### src/rtl/if_id_pipe_reg_if.sv
// Fetch-to-decode handshake bundle: fetch-side beat in, decode-side beat out.
// The pipeline register uses the slave view; the fetch/decode environment uses master.
interface if_id_pipe_reg_if #(
   parameter int ADDRESS_WIDTH = 32,
   parameter int INSTR_WIDTH   = 32
);
   logic                     validF;
   logic                     readyF;
   logic [INSTR_WIDTH-1:0]   instrF;
   logic [ADDRESS_WIDTH-1:0] pcF;
   logic [ADDRESS_WIDTH-1:0] PCPlus4F;
   logic                     flushD;
   logic                     readyD;
   logic                     validD;
   logic [INSTR_WIDTH-1:0]   instrD;
   logic [ADDRESS_WIDTH-1:0] pcD;
   logic [ADDRESS_WIDTH-1:0] PCPlus4D;

   modport master (
      output validF, instrF, pcF, PCPlus4F, flushD, readyD,
      input  readyF, validD, instrD, pcD, PCPlus4D
   );

   modport slave (
      input  validF, instrF, pcF, PCPlus4F, flushD, readyD,
      output readyF, validD, instrD, pcD, PCPlus4D
   );
endinterface

### src/rtl/if_id_pipe_reg.sv
// IF/ID pipeline register with valid/ready handshake, decode stall,
// synchronous redirect flush and NOP bubbles. With SKID_EN=1 a second
// (skid) entry absorbs the beat offered while decode stalls, so readyF
// depends only on registered state.
module if_id_pipe_reg #(
   parameter int                     ADDRESS_WIDTH = 32,
   parameter int                     INSTR_WIDTH   = 32,
   parameter logic [INSTR_WIDTH-1:0] NOP_INSTR     = INSTR_WIDTH'(32'h0000_0013),
   parameter bit                     SKID_EN       = 1'b1
) (
   input logic             clk,
   input logic             rst,
   if_id_pipe_reg_if.slave bus
);

   typedef enum logic [1:0] {
      ST_EMPTY = 2'd0,
      ST_FULL  = 2'd1,
      ST_SKID  = 2'd2
   } state_t;

   state_t                   state_q;
   state_t                   state_n;
   logic                     ready_f;
   logic                     vld_p1;
   logic                     accept;
   logic                     drain;
   logic                     ld_main_f;
   logic                     ld_main_skid;
   logic                     ld_skid;
   logic                     bubble;

   logic [INSTR_WIDTH-1:0]   instr_p1;
   logic [ADDRESS_WIDTH-1:0] pc_p1;
   logic [ADDRESS_WIDTH-1:0] pcp4_p1;
   logic [INSTR_WIDTH-1:0]   skid_instr_p1;
   logic [ADDRESS_WIDTH-1:0] skid_pc_p1;
   logic [ADDRESS_WIDTH-1:0] skid_pcp4_p1;

   assign accept = bus.validF & ready_f;
   assign drain  = vld_p1 & bus.readyD;

   // State register: the main entry is valid in FULL and SKID, skid only in SKID.
   always_ff @(posedge clk or posedge rst) begin
      if (rst) begin
         state_q <= ST_EMPTY;
      end else begin
         state_q <= state_n;
      end
   end

   // Next state: flush wins over everything, including a same-cycle accept.
   always_comb begin
      state_n = state_q;
      if (bus.flushD) begin
         state_n = ST_EMPTY;
      end else begin
         case (state_q)
            ST_EMPTY: if (accept) state_n = ST_FULL;
            ST_FULL: begin
               if (drain) begin
                  if (!accept) state_n = ST_EMPTY;
               end else if (accept && SKID_EN) begin
                  state_n = ST_SKID;
               end
            end
            ST_SKID:  if (drain) state_n = ST_FULL;
            default:  state_n = ST_EMPTY;
         endcase
      end
   end

   // Outputs: registered readyF with a skid entry, pass-through of readyD without one.
   always_comb begin
      vld_p1 = (state_q != ST_EMPTY);
      if (SKID_EN) begin
         ready_f = (state_q != ST_SKID);
      end else begin
         ready_f = bus.readyD | ~vld_p1;
      end
   end

   // Datapath load strobes derived from state and handshake.
   always_comb begin
      ld_main_f    = 1'b0;
      ld_main_skid = 1'b0;
      ld_skid      = 1'b0;
      bubble       = 1'b0;
      if (!bus.flushD) begin
         case (state_q)
            ST_EMPTY: ld_main_f = accept;
            ST_FULL: begin
               if (drain) begin
                  ld_main_f = accept;
                  bubble    = ~accept;
               end else begin
                  ld_skid = accept & SKID_EN;
               end
            end
            ST_SKID:  ld_main_skid = drain;
            default:  ;
         endcase
      end
   end

   // ---- stage p1: main entry (drives the decode outputs directly) ----
   // Main entry: flush and bubbles only replace the instruction; PCs keep their last value.
   always_ff @(posedge clk or posedge rst) begin
      if (rst) begin
         instr_p1 <= NOP_INSTR;
         pc_p1    <= '0;
         pcp4_p1  <= '0;
      end else if (bus.flushD) begin
         instr_p1 <= NOP_INSTR;
      end else if (ld_main_skid) begin
         instr_p1 <= skid_instr_p1;
         pc_p1    <= skid_pc_p1;
         pcp4_p1  <= skid_pcp4_p1;
      end else if (ld_main_f) begin
         instr_p1 <= bus.instrF;
         pc_p1    <= bus.pcF;
         pcp4_p1  <= bus.PCPlus4F;
      end else if (bubble) begin
         instr_p1 <= NOP_INSTR;
      end
   end

   // Skid entry: captures the beat accepted while decode stalls a full main entry.
   always_ff @(posedge clk or posedge rst) begin
      if (rst) begin
         skid_instr_p1 <= NOP_INSTR;
         skid_pc_p1    <= '0;
         skid_pcp4_p1  <= '0;
      end else if (ld_skid) begin
         skid_instr_p1 <= bus.instrF;
         skid_pc_p1    <= bus.pcF;
         skid_pcp4_p1  <= bus.PCPlus4F;
      end
   end

   assign bus.readyF   = ready_f;
   assign bus.validD   = vld_p1;
   assign bus.instrD   = instr_p1;
   assign bus.pcD      = pc_p1;
   assign bus.PCPlus4D = pcp4_p1;

endmodule

### src/flat_wrapper.sv
// flat-port wrapper written by rule: the top's interface ports become plain ports
module if_id_pipe_reg_flat 
#(
   parameter int                     ADDRESS_WIDTH = 32,
   parameter int                     INSTR_WIDTH   = 32,
   parameter logic [INSTR_WIDTH-1:0] NOP_INSTR     = INSTR_WIDTH'(32'h0000_0013),
   parameter bit                     SKID_EN       = 1'b1
)
  (clk, rst, bus_validF, bus_instrF, bus_pcF, bus_PCPlus4F, bus_flushD, bus_readyD, bus_readyF, bus_validD, bus_instrD, bus_pcD, bus_PCPlus4D);
  if_id_pipe_reg_if #(.ADDRESS_WIDTH(ADDRESS_WIDTH), .INSTR_WIDTH(INSTR_WIDTH)) bus_i ();
  input logic clk;
  input logic rst;
  input wire logic [$bits(bus_i.validF)-1:0] bus_validF;
  input wire logic [$bits(bus_i.instrF)-1:0] bus_instrF;
  input wire logic [$bits(bus_i.pcF)-1:0] bus_pcF;
  input wire logic [$bits(bus_i.PCPlus4F)-1:0] bus_PCPlus4F;
  input wire logic [$bits(bus_i.flushD)-1:0] bus_flushD;
  input wire logic [$bits(bus_i.readyD)-1:0] bus_readyD;
  output wire logic [$bits(bus_i.readyF)-1:0] bus_readyF;
  output wire logic [$bits(bus_i.validD)-1:0] bus_validD;
  output wire logic [$bits(bus_i.instrD)-1:0] bus_instrD;
  output wire logic [$bits(bus_i.pcD)-1:0] bus_pcD;
  output wire logic [$bits(bus_i.PCPlus4D)-1:0] bus_PCPlus4D;
  assign bus_i.validF = bus_validF;
  assign bus_i.instrF = bus_instrF;
  assign bus_i.pcF = bus_pcF;
  assign bus_i.PCPlus4F = bus_PCPlus4F;
  assign bus_i.flushD = bus_flushD;
  assign bus_i.readyD = bus_readyD;
  assign bus_readyF = bus_i.readyF;
  assign bus_validD = bus_i.validD;
  assign bus_instrD = bus_i.instrD;
  assign bus_pcD = bus_i.pcD;
  assign bus_PCPlus4D = bus_i.PCPlus4D;
  if_id_pipe_reg #(.ADDRESS_WIDTH(ADDRESS_WIDTH), .INSTR_WIDTH(INSTR_WIDTH), .NOP_INSTR(NOP_INSTR), .SKID_EN(SKID_EN)) u_core (.clk(clk), .rst(rst), .bus(bus_i));
endmodule
### config.mk
export PLATFORM = sky130hd
export DESIGN_NAME = if_id_pipe_reg_flat
export DESIGN_NICKNAME = d
export VERILOG_FILES = /design/src/rtl/if_id_pipe_reg_if.sv /design/src/rtl/if_id_pipe_reg.sv /design/src/flat_wrapper.sv
export SDC_FILE = /design/constraint.sdc
export NUM_CORES = 1
export LEC_CHECK = 0
export ABC_AREA = 1
export CORE_AREA = 2 2 128 130
export DETAILED_ROUTE_END_ITERATION = 7
export DIE_AREA = 0 0 130 132
export PLACE_DENSITY = 0.85
export SLEW_MARGIN = 20
export SYNTH_ARGS = -nofsm -noshare
export SYNTH_HDL_FRONTEND = slang
export SYNTH_SLANG_ARGS = --single-unit
### constraint.sdc
create_clock -name clk -period 15.6 [get_ports clk]
set_input_delay 3.12 -clock clk [delete_from_list [all_inputs] [get_ports clk]]
set_output_delay 3.12 -clock clk [all_outputs]
set_load 0.05 [all_outputs]
# [Word-level counts from Yosys, hierarchy flattened]
# Cells that the tools add are included.
# Widths: inputs -> output; s select.
[op_classes] add_sub_neg=0 n_mul=0 n_div=0 order_cmp=0 n_eq_ne=7 shift=0 muxes=26 bitwise=4 reduce_logical=6
[op_table] cell="$mux 32" count=8
[op_table] cell="$mux 2" count=6
[op_table] cell="$mux 1" count=10
[op_table] cell="$ne 3x2->1 const B" count=2
[op_table] cell="$pmux 2 s3" count=1
[op_table] cell="$ne 4x2->1 const B" count=1
[op_table] cell="$ne 4x4->1 const B" count=1
[op_table] cell="$reduce_and 4->1" count=1
[op_table] cell="$reduce_bool 2->1" count=2
[op_table] cell="$reduce_bool 4->1" count=1
[op_table] cell="$and 1x1->1" count=2
[op_table] cell="$eq 2x1->1 const B" count=1
[op_table] cell="$eq 2x2->1 const B" count=1
[op_table] cell="$logic_not 2->1" count=1
[op_table] cell="$ne 2x2->1 const B" count=1
[op_table] cell="$not 1->1" count=2
[op_table] cell="$pmux 1 s2" count=1
[op_table] cell="$reduce_and 2->1" count=1
[word_totals] regBits=194 latch_bits=0 mem_bits_rw=0 romBits=0 in_bits=101 out_inout_bits=98 wordCells=50 memories=0

# [Longest topological paths before layout]
# Gate-level depths: netlist of the first run.
[depth] ltp_word=10 depth_mapped=9 depth_no_buf=8

# [Worst setup path after synthesis of the first run]
# OpenSTA, ideal clock, no wires.
[synth_timing] kind="input -> register" startpoint="in bus_validF" endpoint="reg u_core.pcp4_p1[0], in the netlist u_core.bus.PCPlus4D[0]" setup_time_ns=0.069 arrival_ns=4.021 t_required_ns=15.531 setup_slack_ns=11.510 path_stages=5 path_buffers=3 cell_sequence="buf_2 clkbuf_1 clkbuf_1 nand4_1 nand3_1"
[synth_between] elab_chain_cells=6
[synth_lines] element="start: declaration" line_no="flat_wrapper.sv:13" rtl="input wire logic [$bits(bus_i.validF)-1:0] bus_validF;"
[synth_lines] element="$and 1x1->1 *" line_no="if_id_pipe_reg.sv:40" rtl="assign accept = bus.validF & ready_f;"
[synth_lines] element="$mux 1" line_no="if_id_pipe_reg.sv:93" rtl="if (drain) begin"
[synth_lines] element="$pmux 1 s2 *" line_no="if_id_pipe_reg.sv:90" rtl="case (state_q)"
[synth_lines] element="$mux 1 *" line_no="if_id_pipe_reg.sv:89" rtl="if (!bus.flushD) begin"
[synth_lines] element="$reduce_bool 2->1 (no source line) *"
[synth_lines] element="$reduce_and 2->1 (no source line) *"
[synth_lines] element="end signal: assignment" line_no="if_id_pipe_reg.sv:118" rtl="pcp4_p1 <= skid_pcp4_p1;"
[synth_lines] element="end signal: assignment" line_no="if_id_pipe_reg.sv:122" rtl="pcp4_p1 <= bus.PCPlus4F;"
[synth_lines] element="end: declaration" line_no="if_id_pipe_reg.sv:35" rtl="logic [ADDRESS_WIDTH-1:0] pcp4_p1;"
# Mark *: on every way between the ends. The rest lies on a longest branch, timed or not.
# A chain may end at the register's enable or synchronous reset.

# [Worst setup path after layout of the first run]
[layout_timing] startpoint="in bus_readyD" endpoint="reg u_core.instr_p1[16], in the netlist u_core.bus.instrD[16]"
[layout_between] elab_chain_cells=7 word_cells_on_any_way=13 cone_classes="mux (11); bitwise (1); reduce/logical (1)"
[layout_lines] element="start: declaration" line_no="flat_wrapper.sv:18" rtl="input wire logic [$bits(bus_i.readyD)-1:0] bus_readyD;"
[layout_lines] element="$and 1x1->1 *" line_no="if_id_pipe_reg.sv:41" rtl="assign drain = vld_p1 & bus.readyD;"
[layout_lines] element="$mux 1" line_no="if_id_pipe_reg.sv:93"
[layout_lines] element="$pmux 1 s2" line_no="if_id_pipe_reg.sv:90"
[layout_lines] element="$mux 1" line_no="if_id_pipe_reg.sv:89"
[layout_lines] element="$mux 32" line_no="if_id_pipe_reg.sv:119" rtl="end else if (ld_main_f) begin"
[layout_lines] element="$mux 32" line_no="if_id_pipe_reg.sv:115" rtl="end else if (ld_main_skid) begin"
[layout_lines] element="$mux 32" line_no="if_id_pipe_reg.sv:113" rtl="end else if (bus.flushD) begin"
[layout_lines] element="end signal: assignment" line_no="if_id_pipe_reg.sv:116" rtl="instr_p1 <= skid_instr_p1;"
[layout_lines] element="end signal: assignment" line_no="if_id_pipe_reg.sv:120" rtl="instr_p1 <= bus.instrF;"
[layout_lines] element="end: declaration" line_no="if_id_pipe_reg.sv:33" rtl="logic [INSTR_WIDTH-1:0] instr_p1;"
# Marked as above.

==> results of run 1 <==
layout make-up:
cell class / count / area (µm²) / share of cell area (%)
clock buffer: 17 / 425 / 3.89
inverter: 107 / 409 / 3.74
tap: 216 / 270 / 2.47
multi-input combinational: 606 / 2760 / 25.2
clock inverter: 15 / 151 / 1.39
timing repair buffer: 208 / 2050 / 18.8
sequential: 194 / 4860 / 44.5
registers in the layout, indices dropped and copies added (netlist names):
register and count:
u_core.bus.PCPlus4D 32, u_core.bus.instrD 32, u_core.bus.pcD 32, u_core.skid_instr_p1 32
u_core.skid_pc_p1 32, u_core.skid_pcp4_p1 32, u_core.state_q 2
layer usage:
layer | part of all wire (%) | global-route usage [%]
met1 | 43 | 33.7
met2 | 48 | 38.2
met3 | 6.0 | 4.71
met4 | 3.1 | 11.0
met5 | 0 | 0
power by group:
part | internal, mW | switching, mW | leakage, nW | total [mW]
clock | 0.224 | 0.196 | 0.270 | 0.420
combinational | 0.168 | 0.309 | 2.66 | 0.476
sequential | 0.648 | 0.0821 | 2.45 | 0.730
worst paths after layout:
check / start / endpoint / slack (ns) / cells after the start
worst max-delay path: bus_readyD / u_core.bus.instrD[16] / 9.45 / 10
worst min-delay path: u_core.skid_instr_p1[17] / u_core.bus.instrD[17] / 0.48 / 2
worst max register to register: u_core.state_q[0] / u_core.bus.instrD[16] / 12.34 / 8
worst min register to register: u_core.skid_instr_p1[17] / u_core.bus.instrD[17] / 0.48 / 2
max in group asynchronous: rst / u_core.bus.PCPlus4D[11] / 10.90 / 3
min in group asynchronous: rst / u_core.bus.instrD[23] / 3.26 / 2
cells in the final DEF, fill, tap and decap left out:
| cell type | n |
|---|---|
| sky130_fd_sc_hd__nand2_1 | 271 |
| sky130_fd_sc_hd__clkdlybuf4s50_1 | 197 |
| sky130_fd_sc_hd__dfrtp_1 | 188 |
| sky130_fd_sc_hd__inv_1 | 104 |
| sky130_fd_sc_hd__nand3_1 | 98 |
| sky130_fd_sc_hd__nand4_1 | 69 |
| sky130_fd_sc_hd__o21ai_0 | 54 |
| sky130_fd_sc_hd__o21ai_1 | 42 |
| sky130_fd_sc_hd__nor2_1 | 36 |
| sky130_fd_sc_hd__a21oi_1 | 29 |
| sky130_fd_sc_hd__clkbuf_16 | 17 |
| sky130_fd_sc_hd__buf_4 | 10 |
| sky130_fd_sc_hd__dfstp_2 | 6 |
| sky130_fd_sc_hd__inv_6 | 5 |
| sky130_fd_sc_hd__clkinvlp_4 | 4 |
| sky130_fd_sc_hd__clkinv_4 | 3 |
| sky130_fd_sc_hd__nand3_2 | 2 |
| sky130_fd_sc_hd__inv_2 | 2 |
| sky130_fd_sc_hd__nor2_4 | 1 |
| sky130_fd_sc_hd__nor2_2 | 1 |
| sky130_fd_sc_hd__nor3_1 | 1 |
| sky130_fd_sc_hd__nand2_2 | 1 |
| sky130_fd_sc_hd__a21oi_2 | 1 |
| sky130_fd_sc_hd__inv_8 | 1 |
| sky130_fd_sc_hd__clkinv_2 | 1 |
| sky130_fd_sc_hd__bufinv_16 | 1 |
| sky130_fd_sc_hd__clkinv_8 | 1 |
| sky130_fd_sc_hd__buf_2 | 1 |
kinds of logic after synthesis:
group	synth area share [%]
compound gates	7.58
buf+inv	8.97
simple gates	25.3
flops	58.1
worst register-to-register path, cell delays in order, from the launching register on:
cell and delay (ns):
sky130_fd_sc_hd__dfrtp_1 0.44, sky130_fd_sc_hd__nand2_2 0.09, sky130_fd_sc_hd__buf_4 0.57, sky130_fd_sc_hd__nand3_2 0.74, sky130_fd_sc_hd__nand2_1 0.25, sky130_fd_sc_hd__inv_2 0.34
sky130_fd_sc_hd__buf_4 0.47, sky130_fd_sc_hd__nand3_1 0.18, sky130_fd_sc_hd__nand2_1 0.07
==> implementation parameters, run 1 <==
Parameter                              Value

STA
  Max Transition Viols Final ... 0
  Least-Margin Pin Slew ... 1.06 ns
  RSZ-0062 raised after global routing ... no
  Final Critical Period ... 6.15 ns
  Setup TNS Final ... 0 ns
  Final hold slack ... 0.480 ns
  Final worst setup slack ... 9.45 ns
  Ratio of final minimum period to clock period ... 39.4%
  Worst slew margin relative to its limit ... 29.6%
  Number of failing hold endpoints at the final stage ... 0
  Count of endpoints failing setup in the final report ... 0
  Highest clock frequency the design can meet ... 163 MHz
  Final clock skew ... 0.00883 ns

Power
  Overall power consumption ... 1.63 mW
  Maximum resistive drop on vdd ... 0.0966 mV
  Leak ... 5.38 nW
  Pwr per Cell Area ... 149 nW/µm²

Global routing
  Via count of the first global-routing pass ... 6,925
  Largest net degree at the start of global routing ... 126
  Sum of overflow across all layers after global routing ... 0
  Total track usage ... 24.6%
  Initial antenna violation count ... 1
  First-pass GRT wire length ... 34,000 µm

Final layout
  Net total in the final layout ... 1,235
  Share of final-layout standard cells stronger than drive strength 1 ... 5.06%
  Post-route insts no fill ... 1,363
  Diodes inserted ... 0
  Layout fillers ... 1,189
  Area added between synthesis and finish ... 30.6%
  Post-layout instance area ... 10,900 µm²
  Fraction of the core area covered by cells at the end of the flow ... 69.5%

Job
  Max-cap violation count ... 0

Logic synthesis
  Avg Inst Size Synth ... 8.57 µm²
  Post-synth top flop ... sky130_fd_sc_hd__dfrtp_1
  Most frequent cell after synthesis ... sky130_fd_sc_hd__nand2_1
  Yosys reg bits ... 194
  Sequential fraction of the synthesis area ... 58.1%
  List of most frequent post-synthesis cells ... 272 x sky130_fd_sc_hd__nand2_1, 188 x sky130_fd_sc_hd__dfrtp_1, 105 x sky130_fd_sc_hd__inv_1
  Cell taking the most area after synthesis ... sky130_fd_sc_hd__dfrtp_1
  Post-synth EDFFs ... 0
  Gate Count Post-Synth ... 976
  Synthesized netlist net count ... 1,077
  Number of warnings printed during yosys synthesis ... 0
  Top cells by area, synth ... sky130_fd_sc_hd__dfrtp_1 56%, sky130_fd_sc_hd__nand2_1 12%, sky130_fd_sc_hd__nand3_1 5.9%
  Count of different cell masters after synthesis ... 22
  Share of Yosys cell area claimed by the top area cell type ... 56.2%
  Cell area after technology mapping ... 8370 µm²
  Fraction of synthesis flops using an asynchronous set or reset pin ... 100%

Worst setup path
  Slowest cell on the critical path ... sky130_fd_sc_hd__nand3_2
  Element type at the critical path start ... primary input
  Crit Path Category ... primary input to flop
  Total buffers and inverters traversed by the critical path ... 5
  Cell Chain, Critical Path ... clkdlybuf4s50_1 -> inv_1 -> nand2_2 -> buf_4 -> nand3_2 -> nand2_1 -> inv_2 -> buf_4 -> nand3_1 -> nand2_1
  CP Max Fanout ... 66
  CP max stage delay ... 0.73 ns
  Kind of capture point of the worst setup path ... flop
  Req. time, crit path ... 15.90 ns
  Top Family by Delay on Critical Path ... buffers and inverters
  Worst path arrival time ... 6.45 ns

Floorplanning
  Starting utilization of the core area ... 53.3%
  Die span in y ... 132 µm
  Number of top-level pins ... 199
  Die X-Extent ... 130 µm
  Die outline area ... 17,200 µm²
  Area of the core ... 15,700 µm²
  # rows ... 46

Clock tree
  Setup Fix Bufs, Post-CTS ... 0
  Total number of clock tree sinks ... 194
  CTS HTree Levels ... 4
  Clk pin slew, worst setup/hold paths ... 0.07 ns
  Number of instances resized during post-cts repair ... 0
  TritonCTS clock tree ... built
  Total CTS buffers ... 17
  Root buf cell ... sky130_fd_sc_hd__clkbuf_16
  Buffer levels on the longest clock path ... 2
  Clock insertion delay at the later pin of the skew report ... 0.42 ns
  Number of buffers inserted by hold repair at cts ... 0

Detailed routing
  Detailed Route WL ... 20,500 µm
  Count of TritonRoute iterations in the first routing pass ... 6
  Mean number of vias per cell ... 5.29
  Number of routed nets with antenna violations ... 0
  Vias after detailed routing ... 7,211
  Detail-routed net length per standard cell ... 15.0 µm
  DRC Markers ... 0
  Detailed Route Iter0 Violations ... 696

Place
  Global placer's final weighted congestion ... 0.783
  Pre-CTS setup slack ... 9.02 ns
  Placed wire-length estimate ... 12,800 µm
  Post-Place Cells ... 1,331
  Number of port buffers ... 198
  Instance area after placement ... 10,400 µm²

Hold path
  Type of the worst min-delay path ... flop to flop

Outcome
  Run status ... completed
Power figures use the tool's default switching activity.
==> run 2, diff against run 1 <==
--- a/config.mk
+++ b/config.mk
@@ -6,10 +6,10 @@
 export NUM_CORES = 1
 export LEC_CHECK = 0
 export ABC_AREA = 1
-export CORE_AREA = 2 2 128 130
+export CORE_AREA = 2 2 140 142
 export DETAILED_ROUTE_END_ITERATION = 7
-export DIE_AREA = 0 0 130 132
-export PLACE_DENSITY = 0.85
+export DIE_AREA = 0 0 142 144
+export PLACE_DENSITY = 0.75
 export SLEW_MARGIN = 20
 export SYNTH_ARGS = -nofsm -noshare
 export SYNTH_HDL_FRONTEND = slang
==> constraint.sdc (replaced) <==
create_clock -name clk -period 5.1 [get_ports clk]
set_input_delay 1.02 -clock clk [delete_from_list [all_inputs] [get_ports clk]]
set_output_delay 1.02 -clock clk [all_outputs]
set_load 0.05 [all_outputs]
==> run 2 against run 1 <==
Effect of this change: hold slack barely moved; count of clock-buffer cells in the layout rose by 1; via count fell by 1.4%; global-route usage fell by 3.6 points.
==> implementation parameters, run 2 (synthesis gave the netlist of run 1 again) <==
Parameter                              Value

STA
  RSZ-0062 raised after global routing ... no
  Least-Margin Pin Slew ... 0.807 ns (-0.249 ns)
  Setup TNS Final ... 0 ns (unchanged)
  Final hold slack ... 0.481 ns (+0.000495 ns)
  Max Transition Viols Final ... 0 (unchanged)
  Highest clock frequency the design can meet ... 320 MHz
  Final clock skew ... 0.0116 ns (+0.00277 ns)
  Ratio of final minimum period to clock period ... 61.3%
  Number of failing hold endpoints at the final stage ... 0 (unchanged)
  Count of endpoints failing setup in the final report ... 0 (unchanged)
  Worst slew margin relative to its limit ... 46.2% (+17 points)
  Final Critical Period ... 3.13 ns

Hold path
  Number of cells on the worst hold path ... 2 (unchanged)
  Type of the worst min-delay path ... flop to flop

Clock tree
  Total number of clock tree sinks ... 194 (unchanged)
  Root buf cell ... sky130_fd_sc_hd__clkbuf_16
  Number of instances resized during post-cts repair ... 0 (unchanged)
  Clk pin slew, worst setup/hold paths ... 0.07 ns (about the same)
  Clock insertion delay at the later pin of the skew report ... 0.42 ns (about the same)
  Setup Fix Bufs, Post-CTS ... 0 (unchanged)
  Total CTS buffers ... 17 (unchanged)
  TritonCTS clock tree ... built
  CTS HTree Levels ... 4 (unchanged)
  Buffer levels on the longest clock path ... 2 (unchanged)
  Number of buffers inserted by hold repair at cts ... 0 (unchanged)

Floorplanning
  Die outline area ... 20,400 µm² (+19%)
  Area of the core ... 19,100 µm² (+21%)
  Starting utilization of the core area ... 43.9% (-9.4 points)
  # rows ... 51 (+11%)
  Number of top-level pins ... 199 (unchanged)
  Die X-Extent ... 142 µm (+9.2%)
  Die span in y ... 144 µm (+9.1%)

Global routing
  First-pass GRT wire length ... 34,300 µm (+1.1%)
  Sum of overflow across all layers after global routing ... 0 (unchanged)
  Via count of the first global-routing pass ... 6,893 (-0.46%)
  Largest net degree at the start of global routing ... 195 (+55%)
  Initial antenna violation count ... 0 (-1)
  Total track usage ... 21.0% (-3.6 points)

Worst setup path
  Reg2Reg Depth ... 6 (-2)
  Worst path arrival time ... 3.40 ns (-3.05 ns)
  Req. time, crit path ... 5.37 ns (-10.53 ns)
  Crit Path Category ... primary input to flop
  CP Max Fanout ... 77 (+17%)
  Element type at the critical path start ... primary input
  Kind of capture point of the worst setup path ... flop

Detailed routing
  Number of routed nets with antenna violations ... 0 (unchanged)
  Detailed Route WL ... 21,000 µm (+2.6%)
  Mean number of vias per cell ... 5.12 (-3.2%)
  Detail-routed net length per standard cell ... 15.2 µm (+0.75%)
  Vias after detailed routing ... 7,110 (-1.4%)
  Detailed Route Iter0 Violations ... 485 (-30%)
  Count of TritonRoute iterations in the first routing pass ... 5 (-1)
  DRC Markers ... 0 (unchanged)

Final layout
  Fraction of the core area covered by cells at the end of the flow ... 57.8% (-12 points)
  Post-route insts no fill ... 1,388 (+1.8%)
  Diodes inserted ... 0 (unchanged)
  Layout fillers ... 1,701 (+43%)
  Net total in the final layout ... 1,238 (+0.24%)
  Most common cell after layout, fill and taps aside ... sky130_fd_sc_hd__nand2_1
  Area added between synthesis and finish ... 31.8%
  Share of final-layout standard cells stronger than drive strength 1 ... 5.30% (+0.25 points)
  Most frequent cells in the layout ... 271 x sky130_fd_sc_hd__nand2_1, 197 x sky130_fd_sc_hd__clkdlybuf4s50_1, 188 x sky130_fd_sc_hd__dfrtp_1

Outcome
  Run status ... completed

Power
  Maximum resistive drop on vdd ... 0.216 mV (+120%)
  Leak ... 5.43 nW (+0.85%)
  Overall power consumption ... 5.01 mW (+210%)
  Pwr per Cell Area ... 454 nW/µm² (+210%)

Job
  Max-cap violation count ... 0 (unchanged)

Place
  Number of port buffers ... 198 (unchanged)
  Global placer's final weighted congestion ... 0.792 (+1.1%)
  Post-Place Cells ... 1,355 (+1.8%)
  Placed wire-length estimate ... 12,900 µm (+0.18%)
[run 2: per-layer routing]
metal | global-route usage [%] | vias up | share of wire (%)
met2 | 32.7 | 214 | 47
li1 | - | 3473 | -
met3 | 4.50 | 22 | 4.9
met4 | 6.79 | 0 | 1.8
met1 | 29.4 | 3401 | 47
met5 | 0 | - | 0
[run 2: per-stage QoR]
stage,setup slack (ns),instance area (µm²)
3_5_place_dp,1.56,10400
3_3_place_gp,1.59,10400
5_1_grt,1.83,11000
6_report,1.97,11000
4_1_cts,1.98,11000
2_1_floorplan,1.58,8370
[run 2: worst paths after layout]
kind | endpoint | start | slack (ns)
min | u_core.bus.PCPlus4D[31] | u_core.bus.PCPlus4D[31] | 0.48
max reg2reg | u_core.skid_pc_p1[0] | u_core.state_q[1] | 2.67
min reg2reg | u_core.bus.PCPlus4D[31] | u_core.bus.PCPlus4D[31] | 0.48
max in group asynchronous | u_core.bus.PCPlus4D[23] | rst | 3.08
min in group asynchronous | u_core.bus.instrD[3] | rst | 1.04
max | u_core.skid_pc_p1[0] | bus_flushD | 1.97
[run 2: area by class of cell]
cell class                 instances  area [µm²]  share of cell area [%]
inverter                         107         408                    3.70
sequential                       194        4860                    44.1
timing repair buffer             211        2120                    19.2
clock buffer                      18         439                    3.98
multi-input combinational        606        2760                    25.0
tap                              238         298                    2.70
clock inverter                    14         144                    1.30
[run 2: critical path: stages]
cell and delay (ns):
sky130_fd_sc_hd__clkdlybuf4s50_1 0.53, sky130_fd_sc_hd__nor2_4 0.17, sky130_fd_sc_hd__buf_4 0.64, sky130_fd_sc_hd__nand4_1 0.31
sky130_fd_sc_hd__buf_4 0.42, sky130_fd_sc_hd__nand2_1 0.15, sky130_fd_sc_hd__o21ai_0 0.10
[run 2: report_power, final]
group,switching (mW),internal (mW),leakage (nW),total (mW)
Sequential,0.246,1.98,2.45,2.23
Combinational,0.942,0.518,2.69,1.46
Clock,0.618,0.706,0.289,1.32
Total,1.81,3.21,5.43,5.01
